<file path="config.mk">
export PLATFORM = sky130hd
export DESIGN_NAME = bus_arbiter_flat
export DESIGN_NICKNAME = d
export VERILOG_FILES = /design/src/rtl/bus_arbiter_if.sv /design/src/rtl/bus_arbiter.sv /design/src/flat_wrapper.sv
export SDC_FILE = /design/constraint.sdc
export NUM_CORES = 1
export LEC_CHECK = 0
export CAP_MARGIN = 0
export CELL_PAD_IN_SITES_DETAIL_PLACEMENT = 1
export CELL_PAD_IN_SITES_GLOBAL_PLACEMENT = 1
export CORE_UTILIZATION = 30
export CTS_CLUSTER_SIZE = 40
export DETAILED_ROUTE_END_ITERATION = 6
export MAX_ROUTING_LAYER = met4
export PLACE_DENSITY = 0.91
export SKIP_CTS_REPAIR_TIMING = 1
export SLEW_MARGIN = 40
export SYNTH_ARGS = -nofsm -noshare
export SYNTH_HDL_FRONTEND = slang
export SYNTH_SLANG_ARGS = --single-unit
</file>
<file path="constraint.sdc">
create_clock -name clk -period 2.2 [get_ports clk]
set_clock_uncertainty 0.1 [all_clocks]
set_input_delay 0.44 -clock clk [delete_from_list [all_inputs] [get_ports clk]]
set_output_delay 0.44 -clock clk [all_outputs]
set_load 0.05 [all_outputs]
</file>
<file path="src/rtl/bus_arbiter_if.sv">
// bus_arbiter_if: requester-side and memory-bus-side signals of the round-robin bus arbiter.
interface bus_arbiter_if #(parameter int NREQ = 4);
  logic [NREQ-1:0]   req_valid;
  logic [NREQ-1:0]   req_write;
  logic [8*NREQ-1:0] req_addr;
  logic [8*NREQ-1:0] req_wdata;
  logic [NREQ-1:0]   req_ack;
  logic              req_err;
  logic [7:0]        rsp_rdata;
  logic [NREQ-1:0]   grant;
  logic              busy;
  logic              bus_read;
  logic              bus_write;
  logic [7:0]        bus_addr;
  logic [7:0]        bus_wdata;
  logic              bus_ready;
  logic [7:0]        bus_rdata;
  modport master (
    input  req_valid, req_write, req_addr, req_wdata, bus_ready, bus_rdata,
    output req_ack, req_err, rsp_rdata, grant, busy, bus_read, bus_write, bus_addr, bus_wdata
  );
  modport slave (
    output req_valid, req_write, req_addr, req_wdata, bus_ready, bus_rdata,
    input  req_ack, req_err, rsp_rdata, grant, busy, bus_read, bus_write, bus_addr, bus_wdata
  );
endinterface

</file>
<file path="src/rtl/bus_arbiter.sv">
// bus_arbiter: round-robin arbiter that runs one read/write per grant on a memory bus with timeout.
module bus_arbiter #(
  parameter int NREQ    = 4,
  parameter int TIMEOUT = 15
) (
  input logic           clk,
  input logic           reset,
  bus_arbiter_if.master bif
);
  localparam int OW = (NREQ > 1) ? $clog2(NREQ) : 1;
  typedef logic [OW-1:0] idx_t;
  typedef enum logic [2:0] {IDLE, ISSUE, WAIT, CAPTURE, DONE} state_t;
  state_t          state, state_nxt;
  idx_t            owner, last_owner, win;
  logic            found;
  logic            wr_l;
  logic            err_l;
  logic [7:0]      addr_l, wdata_l, rdata_q, cnt;
  logic [NREQ-1:0] onehot;
  // search starts just after the previous owner so every requester gets a turn
  always_comb begin
    win = last_owner;
    found = 1'b0;
    for (int k = 1; k <= NREQ; k++)
      if (!found && bif.req_valid[(int'(last_owner) + k) % NREQ]) begin
        win = idx_t'((int'(last_owner) + k) % NREQ);
        found = 1'b1;
      end
  end
  always_comb begin
    state_nxt = state;
    case (state)
      IDLE:    state_nxt = |bif.req_valid ? ISSUE : IDLE;
      ISSUE:   state_nxt = WAIT;
      WAIT:    state_nxt = bif.bus_ready ? CAPTURE : (cnt == 8'(TIMEOUT - 1)) ? DONE : WAIT;
      CAPTURE: state_nxt = DONE;
      default: state_nxt = IDLE;
    endcase
  end
  always_ff @(posedge clk or posedge reset) begin
    if (reset) begin
      state      <= IDLE;
      owner      <= '0;
      last_owner <= idx_t'(NREQ - 1);
      wr_l       <= 1'b0;
      err_l      <= 1'b0;
      addr_l     <= 8'h00;
      wdata_l    <= 8'h00;
      rdata_q    <= 8'h00;
      cnt        <= 8'h00;
    end else begin
      state <= state_nxt;
      if (state == IDLE && |bif.req_valid) begin
        owner   <= win;
        wr_l    <= bif.req_write[win];
        addr_l  <= bif.req_addr[int'(win)*8 +: 8];
        wdata_l <= bif.req_wdata[int'(win)*8 +: 8];
        err_l   <= 1'b0;
      end
      if (state == ISSUE) cnt <= 8'h00;
      if (state == WAIT && !bif.bus_ready) begin
        cnt <= cnt + 8'd1;
        if (cnt == 8'(TIMEOUT - 1)) begin
          err_l <= 1'b1;
          if (!wr_l) rdata_q <= 8'h00;
        end
      end
      if (state == CAPTURE && !wr_l) rdata_q <= bif.bus_rdata;
      if (state == DONE) last_owner <= owner;
    end
  end
  // outputs are gated by state so IDLE always presents reset values
  assign onehot        = NREQ'(1) << owner;
  assign bif.busy      = state != IDLE;
  assign bif.grant     = bif.busy ? onehot : '0;
  assign bif.bus_read  = state == ISSUE && !wr_l;
  assign bif.bus_write = state == ISSUE && wr_l;
  assign bif.bus_addr  = bif.busy ? addr_l : 8'h00;
  assign bif.bus_wdata = bif.busy ? wdata_l : 8'h00;
  assign bif.req_ack   = state == DONE ? onehot : '0;
  assign bif.req_err   = state == DONE && err_l;
  assign bif.rsp_rdata = state == DONE ? rdata_q : 8'h00;
endmodule

</file>
<file path="src/flat_wrapper.sv">
// flat-port wrapper written by rule: the top's interface ports become plain ports
module bus_arbiter_flat 
#(
  parameter int NREQ    = 4,
  parameter int TIMEOUT = 15
)
  (clk, reset, bif_req_valid, bif_req_write, bif_req_addr, bif_req_wdata, bif_bus_ready, bif_bus_rdata, bif_req_ack, bif_req_err, bif_rsp_rdata, bif_grant, bif_busy, bif_bus_read, bif_bus_write, bif_bus_addr, bif_bus_wdata);
  bus_arbiter_if #(.NREQ(NREQ)) bif_i ();
  input logic clk;
  input logic reset;
  input wire logic [$bits(bif_i.req_valid)-1:0] bif_req_valid;
  input wire logic [$bits(bif_i.req_write)-1:0] bif_req_write;
  input wire logic [$bits(bif_i.req_addr)-1:0] bif_req_addr;
  input wire logic [$bits(bif_i.req_wdata)-1:0] bif_req_wdata;
  input wire logic [$bits(bif_i.bus_ready)-1:0] bif_bus_ready;
  input wire logic [$bits(bif_i.bus_rdata)-1:0] bif_bus_rdata;
  output wire logic [$bits(bif_i.req_ack)-1:0] bif_req_ack;
  output wire logic [$bits(bif_i.req_err)-1:0] bif_req_err;
  output wire logic [$bits(bif_i.rsp_rdata)-1:0] bif_rsp_rdata;
  output wire logic [$bits(bif_i.grant)-1:0] bif_grant;
  output wire logic [$bits(bif_i.busy)-1:0] bif_busy;
  output wire logic [$bits(bif_i.bus_read)-1:0] bif_bus_read;
  output wire logic [$bits(bif_i.bus_write)-1:0] bif_bus_write;
  output wire logic [$bits(bif_i.bus_addr)-1:0] bif_bus_addr;
  output wire logic [$bits(bif_i.bus_wdata)-1:0] bif_bus_wdata;
  assign bif_i.req_valid = bif_req_valid;
  assign bif_i.req_write = bif_req_write;
  assign bif_i.req_addr = bif_req_addr;
  assign bif_i.req_wdata = bif_req_wdata;
  assign bif_i.bus_ready = bif_bus_ready;
  assign bif_i.bus_rdata = bif_bus_rdata;
  assign bif_req_ack = bif_i.req_ack;
  assign bif_req_err = bif_i.req_err;
  assign bif_rsp_rdata = bif_i.rsp_rdata;
  assign bif_grant = bif_i.grant;
  assign bif_busy = bif_i.busy;
  assign bif_bus_read = bif_i.bus_read;
  assign bif_bus_write = bif_i.bus_write;
  assign bif_bus_addr = bif_i.bus_addr;
  assign bif_bus_wdata = bif_i.bus_wdata;
  bus_arbiter #(.NREQ(NREQ), .TIMEOUT(TIMEOUT)) u_core (.clk(clk), .reset(reset), .bif(bif_i));
endmodule
</file>
==> impl_metrics.toml <==
[status]
status = "completed"

[sta]
finalSetupViolCount = 0
layout_min_cycle_time_ns = 2.190
final-hold-violation-count = 0
period_share_pct = 99.54
slew_headroom_pct = 57.48
finalMaxSlewViolations = 0
worstMarginPinSlew_ns = 0.6339
clock.fmax_mhz = 456.7
rsz0062_at_grt = "yes"

[routing]
drc = 0
drtAntennaViolNets = 0
drt-pass1-iter-count = 4
viasPerCell = 5.116
vias = 2568
wire_per_inst_um = 17.34
drt-total-wl_um = 8706
first_iter_violations = 119

[floorplan]
core_area_um2 = 8258
dieWidth_um = 94.63
num_rows = 33
start_util_pct = 31.17
die_area_um2 = 8954
die_h_um = 94.63
ios = 119

[clock_network]
clkTransAtPathRegs_ns = 0.09
cts_inserted_buffers = 5
cts_num_sinks = 41
cts.path.max_buffers = 2
cts_max_level = 2
cts_tree = "built"
clk_latency_ns = 0.29
cts-root-buf = "clkbuf_8"

[placement]
post_dp_cell_area_um2 = 4342
gp_congestion = 0.8902
dpl.cell_count = 490
hpwl_um = 6820
portBuffers = 118

[cells_and_area]
area_growth_pct = 78.12
seq_area_um2 = 1028
multi_input_area_um2 = 1484
fin_cells = 502
diodes = 0
nNetsFinal = 481
design_area_um2 = 4584
fillers = 887
final_common_cell = "clkdlybuf4s50_1"
final_cell_mix = "79 x clkdlybuf4s50_1, 40 x buf_12, 39 x dfrtp_1"
drive_gt1_share_pct = 25.69

[worst_setup_path]
critPathCaptureType = "primary output"
r2r_end = "u_core.wr_l"
crit_family = "simple AND/OR/NAND/NOR gates"
critical_path_buf_inv_count = 3
slowest_stage = "dfrtp_1"
slowest_delay_ns = 0.42
crit_type = "reg2out"
r2r-start = "u_core.last_owner[1]"
crit_required_ns = 1.66
startpoint_type = "flip-flop"
path_max_fanout = 13
r2r_cells = 4
cp.arrival_ns = 1.65
crit_chain = "nor3_4 -> clkinvlp_4 -> buf_6 -> and2_1 -> buf_12"
ff2ff_setup_slack_ns = 0.08

[yosys]
yosys.area.top_type = "dfrtp_1"
syn_inst = 266
synthArstFlopShare_pct = 100.0
syn_area_um2 = 2574
avgSynthCellArea_um2 = 9.676
seq_area_frac_synth_pct = 39.96
synth_cell_type_count = 47
synth_area_leaders = "dfrtp_1 38%, mux2i_1 12%, nand2_1 5.1%"
synth_ff_type = "dfrtp_1"
synth_top_area_share_pct = 37.92
yosysWarnings = 0
syn_nets = 351
ys_ff_latch = 41
synth_edf_count = 0

[global_routing]
antenna_found_initial = 0
grt_pass1_wl_um = 13510
grt_pass1_vias = 2759
grt_overflow = 0
grt_max_degree = 27
grt_usage_pct = 20.12

[power]
p_leak_nw = 2.055
vdd_drop_max_mv = 0.5704
powerDensity_nw_per_um2 = 1389

[min_path]
hold_class = "in2async"

[run]
drv_cap = 0
flip-flops by register name, summed over array words and instances, names as in the netlist:
register           count
u_core.addr_l          8
u_core.cnt             8
u_core.rdata_q         8
u_core.wdata_l         8
u_core.state           3
u_core.last_owner      2
u_core.owner           2
u_core.err_l           1
u_core.wr_l            1
power breakdown:
group / switching [mW] / internal, mW / leakage (nW)
clock network: 0.272 / 0.371 / 0.0585
registers: 0.270 / 1.07 / 0.518
logic: 2.29 / 2.10 / 1.48
total: 2.83 / 3.54 / 2.05
layout make-up:
cell class                 count  share of cell area (%)
inverter                      11                  0.9825
multi-input combinational    196                   32.37
clock buffer                   7                   1.883
timing repair buffer         141                   38.81
clock inverter                 1                  0.6550
tap                          105                   2.866
sequential                    41                   22.43
kinds of logic after synthesis:
| group | after synthesis | share of synthesized area, % |
|---|---|---|
| AO/OA/AOI/OAI | 52 | 16.63 |
| flip-flops | 41 | 39.96 |
| AND/OR/NAND/NOR | 106 | 22.46 |
| buffers and inverters | 29 | 5.785 |
| multiplexers | 36 | 14.20 |
| adder cells (fa/ha/maj) | 2 | 0.9721 |
Yosys cell counts, types with 2 or more instances:
cell      instances
dfstp_2           2
a22o_1            8
dfrtp_1          39
o221ai_2          2
o21ai_1           3
mux2i_1          32
nand3_1           3
a221o_1           2
nand2_1          35
o221ai_1         13
buf_6             4
mux2_2            4
nand2b_1          5
a211oi_1          4
ha_1              2
nand4_1           3
inv_1            11
nor3_1            5
o21ai_0          10
buf_2             7
clkbuf_1          6
nor2_1           12
and3_1           14
and2_1           17
worst max-delay path by stage:
| stage | slack, ns | endpoint | depth (start not counted) | start |
|---|---|---|---|---|
| after floorplan | -0.06 | bif_bus_read | 4 | u_core.state[2] |
| final | 0.01 | bif_bus_addr[1] | 5 | u_core.state[1] |
| after detailed placement | -0.36 | u_core.addr_l[6] | 5 | bif_req_valid[3] |
| after CTS | -0.22 | bif_grant[3] | 4 | u_core.state[0] |
| after global placement | -0.20 | u_core.addr_l[5] | 5 | bif_req_valid[3] |
| after global routing | -0.07 | bif_bus_addr[5] | 5 | u_core.state[1] |
metal layers:
layer	part of all wire [%]	GRT usage, %	vias up	wire length (um)
met5	0	-	-	0
met4	1.8	6.061	0	153
met3	4.3	2.899	10	376
met2	53	35.97	77	4583
met1	41	23.14	1260	3593
li1	-	-	1221	-
metrics by stage:
stage	util [%]	hold WS, ns	worst slack (ns)	TNS, ns	total power, mW
after detailed placement	52.58	0.3760	-0.3597	-5.905	5.510
after global placement	52.58	0.3607	-0.1969	-3.261	5.375
after floorplan	-	0.3476	-0.06440	-0.1444	3.651
after global routing	55.52	0.4145	-0.07332	-0.9581	6.696
final	55.52	0.3758	0.01017	0	6.369
after CTS	53.98	0.3908	-0.2167	-3.904	6.166
worst register-to-register path, cell delays in order, from the launching register on:
cell and delay (ns):
dfstp_2 0.64, o22ai_1 0.15, a221oi_4 0.41, mux2_2 0.39
a221o_1 0.32
Note: power is estimated with default switching activity, not from simulation.
